===== src/rtl/ps2_pkg.sv =====
// ----------------------------------------------------------------------------
// ps2_pkg
// Shared definitions for the PS/2 keyboard controller:
//   - dec_state_t : scan-code decoder FSM states
//   - PFX_*       : set-2 prefix bytes (E0 extended, F0 break, E1 pause)
//   - KEY_*       : Hack keyboard codes for the non-printable keys
//   - ps2_to_hack : set-2 scan code -> Hack key code (0 = unmapped)
//   - apply_shift : shift-dependent remap, only with PS2_SHIFT_MAP_EN defined
// ----------------------------------------------------------------------------
package ps2_pkg;

    typedef enum logic [2:0] {
        ST_IDLE,
        ST_EXT,
        ST_BRK,
        ST_EXT_BRK,
        ST_SKIP
    } dec_state_t;

    localparam logic [7:0] PFX_E0 = 8'hE0;
    localparam logic [7:0] PFX_F0 = 8'hF0;
    localparam logic [7:0] PFX_E1 = 8'hE1;

    localparam logic [7:0] SC_LSHIFT = 8'h12;
    localparam logic [7:0] SC_RSHIFT = 8'h59;

    // Bytes that follow E1 in the pause sequence (E1 14 77 E1 F0 14 F0 77).
    localparam logic [2:0] PAUSE_SKIP = 3'd7;

    localparam logic [15:0] KEY_NONE   = 16'd0;
    localparam logic [15:0] KEY_SPACE  = 16'd32;
    localparam logic [15:0] KEY_ENTER  = 16'd128;
    localparam logic [15:0] KEY_BKSP   = 16'd129;
    localparam logic [15:0] KEY_LEFT   = 16'd130;
    localparam logic [15:0] KEY_UP     = 16'd131;
    localparam logic [15:0] KEY_RIGHT  = 16'd132;
    localparam logic [15:0] KEY_DOWN   = 16'd133;
    localparam logic [15:0] KEY_HOME   = 16'd134;
    localparam logic [15:0] KEY_END    = 16'd135;
    localparam logic [15:0] KEY_PGUP   = 16'd136;
    localparam logic [15:0] KEY_PGDN   = 16'd137;
    localparam logic [15:0] KEY_INSERT = 16'd138;
    localparam logic [15:0] KEY_DELETE = 16'd139;
    localparam logic [15:0] KEY_ESC    = 16'd140;
    localparam logic [15:0] KEY_F1     = 16'd141;

    // Letters come back upper-case and digits plain; the shift build adjusts
    // them afterwards with apply_shift.
    function automatic logic [15:0] ps2_to_hack(input logic [7:0] code,
                                                input logic       ext);
        logic [15:0] k;
        k = KEY_NONE;
        if (ext) begin
            case (code)
                8'h6B: k = KEY_LEFT;
                8'h75: k = KEY_UP;
                8'h74: k = KEY_RIGHT;
                8'h72: k = KEY_DOWN;
                8'h6C: k = KEY_HOME;
                8'h69: k = KEY_END;
                8'h7D: k = KEY_PGUP;
                8'h7A: k = KEY_PGDN;
                8'h70: k = KEY_INSERT;
                8'h71: k = KEY_DELETE;
                default: k = KEY_NONE;
            endcase
        end else begin
            case (code)
                8'h1C: k = 16'd65;  8'h32: k = 16'd66;  8'h21: k = 16'd67;
                8'h23: k = 16'd68;  8'h24: k = 16'd69;  8'h2B: k = 16'd70;
                8'h34: k = 16'd71;  8'h33: k = 16'd72;  8'h43: k = 16'd73;
                8'h3B: k = 16'd74;  8'h42: k = 16'd75;  8'h4B: k = 16'd76;
                8'h3A: k = 16'd77;  8'h31: k = 16'd78;  8'h44: k = 16'd79;
                8'h4D: k = 16'd80;  8'h15: k = 16'd81;  8'h2D: k = 16'd82;
                8'h1B: k = 16'd83;  8'h2C: k = 16'd84;  8'h3C: k = 16'd85;
                8'h2A: k = 16'd86;  8'h1D: k = 16'd87;  8'h22: k = 16'd88;
                8'h35: k = 16'd89;  8'h1A: k = 16'd90;
                8'h45: k = 16'd48;  8'h16: k = 16'd49;  8'h1E: k = 16'd50;
                8'h26: k = 16'd51;  8'h25: k = 16'd52;  8'h2E: k = 16'd53;
                8'h36: k = 16'd54;  8'h3D: k = 16'd55;  8'h3E: k = 16'd56;
                8'h46: k = 16'd57;
                8'h29: k = KEY_SPACE;
                8'h5A: k = KEY_ENTER;
                8'h66: k = KEY_BKSP;
                8'h76: k = KEY_ESC;
                8'h05: k = KEY_F1;          8'h06: k = KEY_F1 + 16'd1;
                8'h04: k = KEY_F1 + 16'd2;  8'h0C: k = KEY_F1 + 16'd3;
                8'h03: k = KEY_F1 + 16'd4;  8'h0B: k = KEY_F1 + 16'd5;
                8'h83: k = KEY_F1 + 16'd6;  8'h0A: k = KEY_F1 + 16'd7;
                8'h01: k = KEY_F1 + 16'd8;  8'h09: k = KEY_F1 + 16'd9;
                8'h78: k = KEY_F1 + 16'd10; 8'h07: k = KEY_F1 + 16'd11;
                default: k = KEY_NONE;
            endcase
        end
        return k;
    endfunction

`ifdef PS2_SHIFT_MAP_EN
    // Letters drop to lower case without shift; digits become ")!@#$%^&*(".
    function automatic logic [15:0] apply_shift(input logic [15:0] k,
                                                input logic        shift);
        logic [15:0] r;
        r = k;
        if (k >= 16'd65 && k <= 16'd90 && !shift) begin
            r = k + 16'd32;
        end else if (k >= 16'd48 && k <= 16'd57 && shift) begin
            case (k)
                16'd48: r = 16'd41;  16'd49: r = 16'd33;  16'd50: r = 16'd64;
                16'd51: r = 16'd35;  16'd52: r = 16'd36;  16'd53: r = 16'd37;
                16'd54: r = 16'd94;  16'd55: r = 16'd38;  16'd56: r = 16'd42;
                default: r = 16'd40;
            endcase
        end
        return r;
    endfunction
`endif

endpackage


===== src/rtl/ps2_frame_rx.sv =====
// ----------------------------------------------------------------------------
// ps2_frame_rx
// Receives one 11-bit PS/2 frame (start 0, 8 data LSB first, odd parity,
// stop 1) and reports either a good byte or a dropped frame.
//   iCLK, iRST       system clock, synchronous active-high reset
//   iPS2CLK/iPS2DAT  raw asynchronous PS/2 lines
//   byte_data        received byte, valid while byte_vld is high
//   byte_vld         one-cycle pulse, the cycle after the stop-bit edge
//   frame_err        one-cycle pulse on bad parity/stop or on timeout
// ----------------------------------------------------------------------------
module ps2_frame_rx #(
    parameter int TIMEOUT = 50000
) (
    input  logic       iCLK,
    input  logic       iRST,
    input  logic       iPS2CLK,
    input  logic       iPS2DAT,
    output logic [7:0] byte_data,
    output logic       byte_vld,
    output logic       frame_err
);

    localparam int TW = $clog2(TIMEOUT + 1);

    logic [1:0]    clk_sync;
    logic [1:0]    dat_sync;
    logic          clk_prev;
    logic          ps2_fall;
    logic [3:0]    bit_cnt;
    logic [7:0]    shreg;
    logic          par_bit;
    logic [TW-1:0] to_cnt;

    assign ps2_fall  = clk_prev & ~clk_sync[1];
    assign byte_data = shreg;

    // NOTE: all state here uses non-blocking assignments so every flop samples
    // the values from before this edge, independent of statement order.
    always_ff @(posedge iCLK) begin
        if (iRST) begin
            clk_sync  <= 2'b11;
            dat_sync  <= 2'b11;
            clk_prev  <= 1'b1;
            bit_cnt   <= 4'd0;
            shreg     <= 8'd0;
            par_bit   <= 1'b0;
            to_cnt    <= '0;
            byte_vld  <= 1'b0;
            frame_err <= 1'b0;
        end else begin
            clk_sync  <= {clk_sync[0], iPS2CLK};
            dat_sync  <= {dat_sync[0], iPS2DAT};
            clk_prev  <= clk_sync[1];
            byte_vld  <= 1'b0;
            frame_err <= 1'b0;

            if (ps2_fall) begin
                to_cnt <= '0;
                if (bit_cnt == 4'd0) begin
                    // A start bit of 1 is line noise: stay waiting for a real start.
                    if (!dat_sync[1]) bit_cnt <= 4'd1;
                end else if (bit_cnt <= 4'd8) begin
                    shreg   <= {dat_sync[1], shreg[7:1]};
                    bit_cnt <= bit_cnt + 4'd1;
                end else if (bit_cnt == 4'd9) begin
                    par_bit <= dat_sync[1];
                    bit_cnt <= 4'd10;
                end else begin
                    bit_cnt <= 4'd0;
                    if (dat_sync[1] && (^{shreg, par_bit})) byte_vld  <= 1'b1;
                    else                                    frame_err <= 1'b1;
                end
            end else if (bit_cnt != 4'd0) begin
                // Reaching TIMEOUT-1 here means this is the TIMEOUT-th quiet cycle.
                if (to_cnt == TW'(TIMEOUT - 1)) begin
                    bit_cnt   <= 4'd0;
                    to_cnt    <= '0;
                    frame_err <= 1'b1;
                end else begin
                    to_cnt <= to_cnt + 1'b1;
                end
            end else begin
                to_cnt <= '0;
            end
        end
    end

endmodule


===== src/rtl/ps2_kbd_ctrl.sv =====
// ----------------------------------------------------------------------------
// ps2_kbd_ctrl
// PS/2 set-2 keyboard to Hack keyboard-register bridge.
//   iCLK, iRST       system clock, synchronous active-high reset
//   iPS2CLK/iPS2DAT  raw asynchronous PS/2 lines
//   oKEY             Hack code of the key currently held, 0 when none
//   oSTB             one-cycle pulse whenever oKEY changes
//   oERRCNT          saturating count of dropped frames
// Build option: define PS2_SHIFT_MAP_EN to track left/right shift and emit
// lower-case letters / shifted digit symbols.
// ----------------------------------------------------------------------------
module ps2_kbd_ctrl
    import ps2_pkg::*;
#(
    parameter int TIMEOUT = 50000,
    parameter int ERRW    = 8
) (
    input  logic            iCLK,
    input  logic            iRST,
    input  logic            iPS2CLK,
    input  logic            iPS2DAT,
    output logic [15:0]     oKEY,
    output logic            oSTB,
    output logic [ERRW-1:0] oERRCNT
);

    logic [7:0]  rx_byte;
    logic        rx_vld;
    logic        rx_err;

    dec_state_t  state, state_nxt;
    logic [2:0]  skip_cnt, skip_nxt;
    logic [15:0] key_nxt;
    logic        stb_nxt;
    logic        ev_hit, ev_ext, ev_brk;
    logic [15:0] base_code, make_code, alt_code;
`ifdef PS2_SHIFT_MAP_EN
    logic        shift_l, shift_r, shift_l_nxt, shift_r_nxt;
`endif

    ps2_frame_rx #(.TIMEOUT(TIMEOUT)) u_rx (
        .iCLK      (iCLK),
        .iRST      (iRST),
        .iPS2CLK   (iPS2CLK),
        .iPS2DAT   (iPS2DAT),
        .byte_data (rx_byte),
        .byte_vld  (rx_vld),
        .frame_err (rx_err)
    );

    // State register: decoder state plus the registered key outputs.
    always_ff @(posedge iCLK) begin
        if (iRST) begin
            state    <= ST_IDLE;
            skip_cnt <= 3'd0;
            oKEY     <= KEY_NONE;
            oSTB     <= 1'b0;
`ifdef PS2_SHIFT_MAP_EN
            shift_l  <= 1'b0;
            shift_r  <= 1'b0;
`endif
        end else begin
            state    <= state_nxt;
            skip_cnt <= skip_nxt;
            oKEY     <= key_nxt;
            oSTB     <= stb_nxt;
`ifdef PS2_SHIFT_MAP_EN
            shift_l  <= shift_l_nxt;
            shift_r  <= shift_r_nxt;
`endif
        end
    end

    // Next-state logic: prefixes steer the FSM, anything else ends the code.
    always_comb begin
        // NOTE: default assignment first so no path leaves a variable unassigned,
        // which would otherwise infer a latch.
        state_nxt = state;
        if (rx_vld) begin
            case (state)
                ST_IDLE: begin
                    if      (rx_byte == PFX_E0) state_nxt = ST_EXT;
                    else if (rx_byte == PFX_F0) state_nxt = ST_BRK;
                    else if (rx_byte == PFX_E1) state_nxt = ST_SKIP;
                end
                ST_EXT:     state_nxt = (rx_byte == PFX_F0) ? ST_EXT_BRK : ST_IDLE;
                ST_BRK:     state_nxt = ST_IDLE;
                ST_EXT_BRK: state_nxt = ST_IDLE;
                ST_SKIP:    if (skip_cnt == 3'd1) state_nxt = ST_IDLE;
                default:    state_nxt = ST_IDLE;
            endcase
        end
    end

    // Output logic: turn a completed make/break into the next oKEY value.
    always_comb begin
        key_nxt  = oKEY;
        stb_nxt  = 1'b0;
        skip_nxt = skip_cnt;
        ev_hit   = 1'b0;
`ifdef PS2_SHIFT_MAP_EN
        shift_l_nxt = shift_l;
        shift_r_nxt = shift_r;
`endif
        if (rx_vld) begin
            case (state)
                ST_IDLE: begin
                    if (rx_byte == PFX_E1) skip_nxt = PAUSE_SKIP;
                    else ev_hit = (rx_byte != PFX_E0) && (rx_byte != PFX_F0);
                end
                ST_EXT:     ev_hit = (rx_byte != PFX_F0);
                ST_BRK:     ev_hit = 1'b1;
                ST_EXT_BRK: ev_hit = 1'b1;
                ST_SKIP:    skip_nxt = skip_cnt - 3'd1;
                default:    ev_hit = 1'b0;
            endcase
        end

        ev_ext    = (state == ST_EXT) || (state == ST_EXT_BRK);
        ev_brk    = (state == ST_BRK) || (state == ST_EXT_BRK);
        base_code = ps2_to_hack(rx_byte, ev_ext);
`ifdef PS2_SHIFT_MAP_EN
        make_code = apply_shift(base_code, shift_l | shift_r);
        // A break matches either case so a key pressed before a shift change
        // is still released.
        alt_code  = apply_shift(base_code, ~(shift_l | shift_r));
        if (ev_hit && !ev_ext && rx_byte == SC_LSHIFT) shift_l_nxt = ~ev_brk;
        if (ev_hit && !ev_ext && rx_byte == SC_RSHIFT) shift_r_nxt = ~ev_brk;
`else
        make_code = base_code;
        alt_code  = base_code;
`endif

        if (ev_hit && make_code != KEY_NONE) begin
            if (!ev_brk) begin
                key_nxt = make_code;
                stb_nxt = (make_code != oKEY);
            end else if (oKEY == make_code || oKEY == alt_code) begin
                key_nxt = KEY_NONE;
                stb_nxt = 1'b1;
            end
        end
    end

    always_ff @(posedge iCLK) begin
        if (iRST) begin
            oERRCNT <= '0;
        end else if (rx_err && oERRCNT != '1) begin
            oERRCNT <= oERRCNT + 1'b1;
        end
    end

endmodule


===== config.mk =====
export PLATFORM = sky130hd
export DESIGN_NAME = ps2_kbd_ctrl
export DESIGN_NICKNAME = d
export VERILOG_FILES = /design/src/rtl/ps2_pkg.sv /design/src/rtl/ps2_frame_rx.sv /design/src/rtl/ps2_kbd_ctrl.sv
export SDC_FILE = /design/constraint.sdc
export NUM_CORES = 1
export LEC_CHECK = 0
export CORE_MARGIN = 5
export CORE_UTILIZATION = 35
export CTS_BUF_LIST = sky130_fd_sc_hd__clkbuf_8
export CTS_CLUSTER_SIZE = 12
export DETAILED_ROUTE_END_ITERATION = 8
export RECOVER_POWER = 100
export SLEW_MARGIN = 20
export SYNTH_ARGS = -nofsm -noshare
export SYNTH_HDL_FRONTEND = slang
export SYNTH_HIERARCHICAL = 1
export SYNTH_SLANG_ARGS = --single-unit

===== constraint.sdc =====
create_clock -name iCLK -period 4.5 [get_ports iCLK]
set_input_delay 0.9 -clock iCLK [delete_from_list [all_inputs] [get_ports iCLK]]
set_output_delay 0.9 -clock iCLK [all_outputs]
set_load 0.03 [all_outputs]

==> summary.txt, run 1 <==
DP HPWL -> 8087 um
HP Class -> reg2reg
Proportion of layout cells with a drive suffix above 1 -> 8.561%
Overall Power -> 0.001038 W
Power share of the clock group -> 46.6%
Synth cell count leaders -> dfxtp_1, nor2_1, a21oi_1, o21ai_0, nand3_1
Main synth FF type -> dfxtp_1
Sequential fraction of the synthesis area -> 27.20%
N_diodes -> 0
Register Area -> 1182 sq um
Switching Power -> 0.0002369 W
GR Util All Layers -> 15.21%
Top-count cell post-synth -> dfxtp_1
Clock Path Buffers -> 2
Worst skew pair latency -> 0.34 ns
Port bufs -> 20
Core area -> 12,060 sq um
Setup CP Type -> reg2reg
Synth async-reset ratio -> 0%
Crit start category -> flop
EDFF count, synth -> 0
Via count -> 4,033
Die span in x -> 121.4 um
First-pass GRT wire length -> 18,550 um
CP Launch Point -> u_rx/byte_data[0]$_SDFFE_PP0P_
Clock Pin Slew Worst Setup and Hold Paths -> 0.07 ns
Final setup TNS -> 0 ns
Mean Syn Cell Area -> 8.100 sq um
Largest net degree at the start of global routing -> 29
Yosys top cell by area -> dfxtp_1
Internal power -> 0.0008015 W
Max-cap violations -> 0
Std cell rows -> 40
DRT iter0 DRCs -> 459
Combinational share of power -> 2.8%
Syn. warnings -> 6
Library cells used by synthesis -> 80
FF-to-FF Start -> u_rx/byte_data[0]$_SDFFE_PP0P_
Chip height -> 121.4 um
Status -> finished, final reports clean
Initial Utilization -> 36.00%
Endpoints failing hold -> 0
Crit path arrival time -> 4.43 ns
# hold bufs at CTS -> 0
Drt drc -> 0
Initial antenna violation count -> 0
Core Util, Final -> 39.70%
Fmax -> 240.2 MHz
Layout Nets -> 563
Leak pwr -> 1.693 nW
CTS tree -> done
Tmin final -> 4.163 ns
Critical path required time -> 4.77 ns
Worst vdd ir -> 0.2101 mV
Switch share -> 22.81%
CTS Buf Count -> 9
Hold WS -> 0.4057 ns
Drt total wl -> 11,250 um
Via/cell ratio -> 5.625
Share of the synthesized area in the top cell type -> 27.20%
Slew headroom -> 40.63%
Final antenna-violating net count -> 0
Placed Instances -> 701
Worst Path Max Fanout -> 13
Tcrit/Tclk final -> 92.51%
Worst-Margin Slew -> 0.8887 ns
R2r setup slk -> 0.34 ns
Final Slew Violations -> 0
Routability Congestion -> 1.015
CTS Sinks -> 59
Seq pwr share -> 50.6%
# setup viols final -> 0
Multi-input gate area -> 2841 sq um
RSZ-0062 raised after global routing -> no
CTS root buffer -> clkbuf_8
Vias in the first global route -> 3,715
DRT Pass-1 Iters -> 5
Post-route insts no fill -> 717
GR Overflow Total -> 0
Fill cell count -> 1,220
Pwr/cell area -> 216.8 nW/um^2
WL per Instance -> 15.69 um
Final clock skew -> 0.01082 ns
Flops & latches, synth -> 59
Hold Startpoint -> u_rx/dat_sync[0]$_SDFF_PP1_
Mapped Area -> 4342 sq um
H-tree Lvls -> 3
Ports -> 29
Dominant cells by area after synthesis -> dfxtp_1, nor2_1, ha_1
Worst setup EP type -> flop
Post-Syn Instances -> 536
Area growth syn-to-layout -> 10.29%
Die footprint -> 14,730 sq um
==> stage by stage <==
step	instance area, sq um	worst slack (ns)
2_1_floorplan	4368	0.8845
3_3_place_gp	4591	0.4095
3_5_place_dp	4591	0.4068
4_1_cts	4795	0.3838
5_1_grt	4788	0.03842
6_report	4788	0.3369
==> state kept, by name, indices dropped and copies added, names as in the netlist, 2 cells and up <==
name / flops
state: 3
u_rx/byte_data: 8
u_rx/to_cnt: 16
skip_cnt: 3
u_rx/dat_sync: 2
oKEY: 8
u_rx/bit_cnt: 4
u_rx/clk_sync: 2
oERRCNT: 8
==> per-layer routing <==
layer | part of all wire (%) | vias up | track usage, %
met5 | 0 | - | 0
met3 | 7.0 | 23 | 3.450
li1 | - | 1959 | -
met1 | 46 | 1887 | 21.23
met2 | 44 | 164 | 22.56
met4 | 2.7 | 0 | 6.092
==> power by group through the flow <==
stage / registers (W) / logic [W] / clock network, W
3_3_place_gp: 0.000537 / 0.0000293 / 0
5_1_grt: 0.000526 / 0.0000314 / 0.000529
4_1_cts: 0.000525 / 0.0000296 / 0.000500
2_1_floorplan: 0.000537 / 0.0000271 / 0
6_report: 0.000525 / 0.0000292 / 0.000484
3_5_place_dp: 0.000537 / 0.0000295 / 0
==> critical path, stage by stage (launching register included) <==
cell and delay (ns):
dfxtp_1 0.57, inv_1 0.15, ha_1 0.52, nand2_1 0.12
o221ai_1 0.19, a21oi_1 0.06, or3_1 0.32, o21ai_0 0.36
xor2_1 0.12, nor4_1 0.31, nand3_1 0.12, ha_1 0.19
nor2_1 0.09, nand3_1 0.25, or4b_1 0.57, a21oi_1 0.16
==> placed cells by master, fill, tap and decap left out, types with 7 or more instances in the layout <==
| cell type | instances |
|---|---|
| conb_1 | 8 |
| xnor2_1 | 14 |
| inv_1 | 17 |
| a211oi_1 | 7 |
| nor3_1 | 9 |
| dfxtp_1 | 58 |
| nor2_1 | 51 |
| nand3_1 | 29 |
| or3_1 | 7 |
| a21oi_1 | 33 |
| o21ai_0 | 34 |
| nand2b_1 | 16 |
| nand2_1 | 25 |
| nor2b_1 | 13 |
| xor2_1 | 18 |
| mux2i_1 | 8 |
| a31oi_1 | 7 |
| or2_2 | 8 |
| and3_1 | 7 |
| dlygate4sd3_1 | 18 |
| buf_4 | 10 |
| ha_1 | 15 |
| clkbuf_8 | 10 |
==> worst paths after layout <==
kind                                       to  cells past startpoint
hold reg to reg   u_rx/dat_sync[1]$_SDFF_PP1_                      1
hold / removal    u_rx/dat_sync[1]$_SDFF_PP1_                      1
setup / recovery         oKEY[4]$_SDFFE_PP0P_                     15
setup reg to reg         oKEY[4]$_SDFFE_PP0P_                     15
==> timing repair <==
action,CTS,global route
setup buffers,0,0
setup endpoints to repair,0,2
resized for setup,0,1
hold endpoints to repair,0,0
==> cell families (layout without fill, tap and decap cells) <==
logic type,count (synthesis),in the layout,synth area share [%]
adder cells (fa/ha/maj),15,15,4.323
other,1,8,0.08637
multiplexers,11,11,3.228
AND/OR/NAND/NOR,218,218,28.82
buffers and inverters,60,66,7.954
XOR/XNOR,34,34,7.493
AO/OA/AOI/OAI,138,138,20.89
flip-flops,59,59,27.20
==> layout make-up <==
class / instances / share of cell area (%)
clock buffer: 10 / 2.874
clock inverter: 6 / 1.385
inverter: 18 / 1.411
multi-input combinational: 424 / 59.34
sequential: 59 / 24.69
tap: 168 / 4.390
timing repair buffer: 32 / 5.905
No activity file was read; power rests on OpenSTA's default activity.
==> run 2: changes to the inputs <==
Settings changed: CTS_BUF_LIST sky130_fd_sc_hd__clkbuf_8 to sky130_fd_sc_hd__clkbuf_16, CTS_CLUSTER_SIZE 12 to 10, PLACE_DENSITY from default to 0.62.
==> run 2 against run 1 <==
Via count increased by 0.62%. Non-clock buffer count increased by 1. Fmax up 1.3%. Register-to-register slack gained 0.05 ns. Hold slack better by 0.0016 ns. Combinational power fell by 4%. Sequential share of layout area shrank 0.55 points. Largest cell class unchanged. Largest power group is now the clock network. Highest routed layer unchanged.
==> summary.txt, run 2 (synthesis gave the netlist of run 1 again) <==
Max FFs per register -> 16
Largest net degree at the start of global routing -> 32
CTS Sinks -> 59
Ports -> 29
Seq pwr share -> 43.3%
Internal power -> 0.0009570 W
DP HPWL -> 7927 um
# resized after CTS -> 0
RSZ-0062 raised after global routing -> no
Initial Utilization -> 36.00%
Std cell rows -> 40
HP Class -> reg2reg
Worst Path Max Fanout -> 13
Pwr/cell area -> 248.7 nW/um^2
Combinational share of power -> 2.3%
Leak pwr -> 1.741 nW
Routability Congestion -> 0.9503
Port bufs -> 20
Final Slew Violations -> 0
Setup ws final -> 0.3896 ns
Most common cell after layout, fill and taps aside -> dfxtp_1
Final antenna-violating net count -> 0
H-tree Lvls -> 3
Crit start category -> flop
Proportion of layout cells with a drive suffix above 1 -> 8.182%
# setup viols final -> 0
Initial antenna violation count -> 0
Worst vdd ir -> 0.1890 mV
GR Util All Layers -> 15.30%
Via count -> 4,058
Cell area after layout -> 4892 sq um
DRT Pass-1 Iters -> 5
Setup CP Type -> reg2reg
Layout Nets -> 564
Area growth syn-to-layout -> 12.68%
Clock Path Buffers -> 2
Vias in the first global route -> 3,822
Setup bufs post-CTS -> 0
Endpoints failing hold -> 0
CTS tree -> done
Reg with most FFs -> u_rx/to_cnt
Worst skew pair latency -> 0.32 ns
Worst slack at placement -> 0.5576 ns
Tmin final -> 4.110 ns
First-pass GRT wire length -> 18,510 um
# hold bufs at CTS -> 0
CTS Buf Count -> 9
Final setup TNS -> 0 ns
Overall Power -> 0.001217 W
DRT iter0 DRCs -> 278
Fmax -> 243.3 MHz
Drt total wl -> 11,070 um
Worst setup EP type -> flop
Switch share -> 21.35%
CTS root buffer -> clkbuf_16
Slew headroom -> 24.85%
Core area -> 12,060 sq um
Via/cell ratio -> 5.652
Most frequent cells in the layout -> dfxtp_1, nor2_1, o21ai_0
Drt drc -> 0
GR Overflow Total -> 0
WL per Instance -> 15.42 um
Switching Power -> 0.0002598 W
Die span in x -> 121.4 um
Fill cell count -> 1,214
Power share of the clock group -> 54.4%
Worst-Margin Slew -> 1.127 ns
N_diodes -> 0
Max-cap violations -> 0
Status -> finished, final reports clean
Chip height -> 121.4 um
Clock Pin Slew Worst Setup and Hold Paths -> 0.05 ns
Placed cell areas -> 4611 sq um
Die footprint -> 14,730 sq um
Final clock skew -> 0.007005 ns
Tcrit/Tclk final -> 91.34%
Crit path arrival time -> 4.35 ns
Critical path required time -> 4.74 ns
-- run 2: area by class of cell --
| cell class | instances | area (sq um) | area share, % |
|---|---|---|---|
| flip-flops and latches | 59 | 1181 | 24.14 |
| repair buffers | 33 | 306.5 | 6.266 |
| inverters | 18 | 67.56 | 1.381 |
| clock inverters | 7 | 68.82 | 1.407 |
| clock buffers | 9 | 225.2 | 4.604 |
| well taps | 168 | 210.2 | 4.297 |
| multi-input cells | 424 | 2833 | 57.90 |
-- run 2: critical path: stages (launching register included) --
cell     delay, ns
dfxtp_1       0.41
inv_1         0.12
ha_1          0.34
mux4_1        0.55
and2_0        0.17
nor4_1        0.41
o41ai_2       0.20
xor2_1        0.17
nor4_1        0.29
nand3_1       0.11
ha_1          0.18
nor2_1        0.09
nand3_1       0.25
or4b_1        0.57
a21oi_1       0.15
-- run 2: final timing paths --
check	startpoint	end	slack, ns	cells past startpoint
setup reg to reg	u_rx/byte_data[1]$_SDFFE_PP0P_	oKEY[4]$_SDFFE_PP0P_	0.39	14
hold / removal	u_rx/clk_sync[0]$_SDFF_PP1_	u_rx/clk_sync[1]$_SDFF_PP1_	0.41	1
hold reg to reg	u_rx/clk_sync[0]$_SDFF_PP1_	u_rx/clk_sync[1]$_SDFF_PP1_	0.41	1
setup / recovery	u_rx/byte_data[1]$_SDFFE_PP0P_	oKEY[4]$_SDFFE_PP0P_	0.39	14
-- run 2: per-stage QoR --
stage	std cells	hold slack (ns)	utilization, %
2_1_floorplan	543	0.3895	-
3_5_place_dp	702	0.3951	38.23
3_3_place_gp	702	0.3918	38.23
5_1_grt	718	0.4316	40.56
4_1_cts	718	0.4088	40.66
6_report	718	0.4073	40.56
-- run 2: power groups by stage --
stage | Clock, W | Sequential (W) | Combinational, W
5_1_grt | 0.000710 | 0.000526 | 0.0000305
3_3_place_gp | 0 | 0.000537 | 0.0000282
2_1_floorplan | 0 | 0.000537 | 0.0000271
4_1_cts | 0.000682 | 0.000526 | 0.0000284
3_5_place_dp | 0 | 0.000537 | 0.0000285
6_report | 0.000662 | 0.000526 | 0.0000280
-- run 2: metal layers --
layer | global-route usage, % | wire, um | part of all wire (%)
met5 | 0 | 0 | 0
met4 | 6.723 | 363 | 3.3
met3 | 4.476 | 918 | 8.3
met2 | 24.39 | 5088 | 46
met1 | 19.09 | 4699 | 42
==> run 3: changes to the inputs <==
Settings changed: CAP_MARGIN from default to 20.
==> results of run 3 <==
No change in the layout: final DEF, timing and power equal those of run 2.
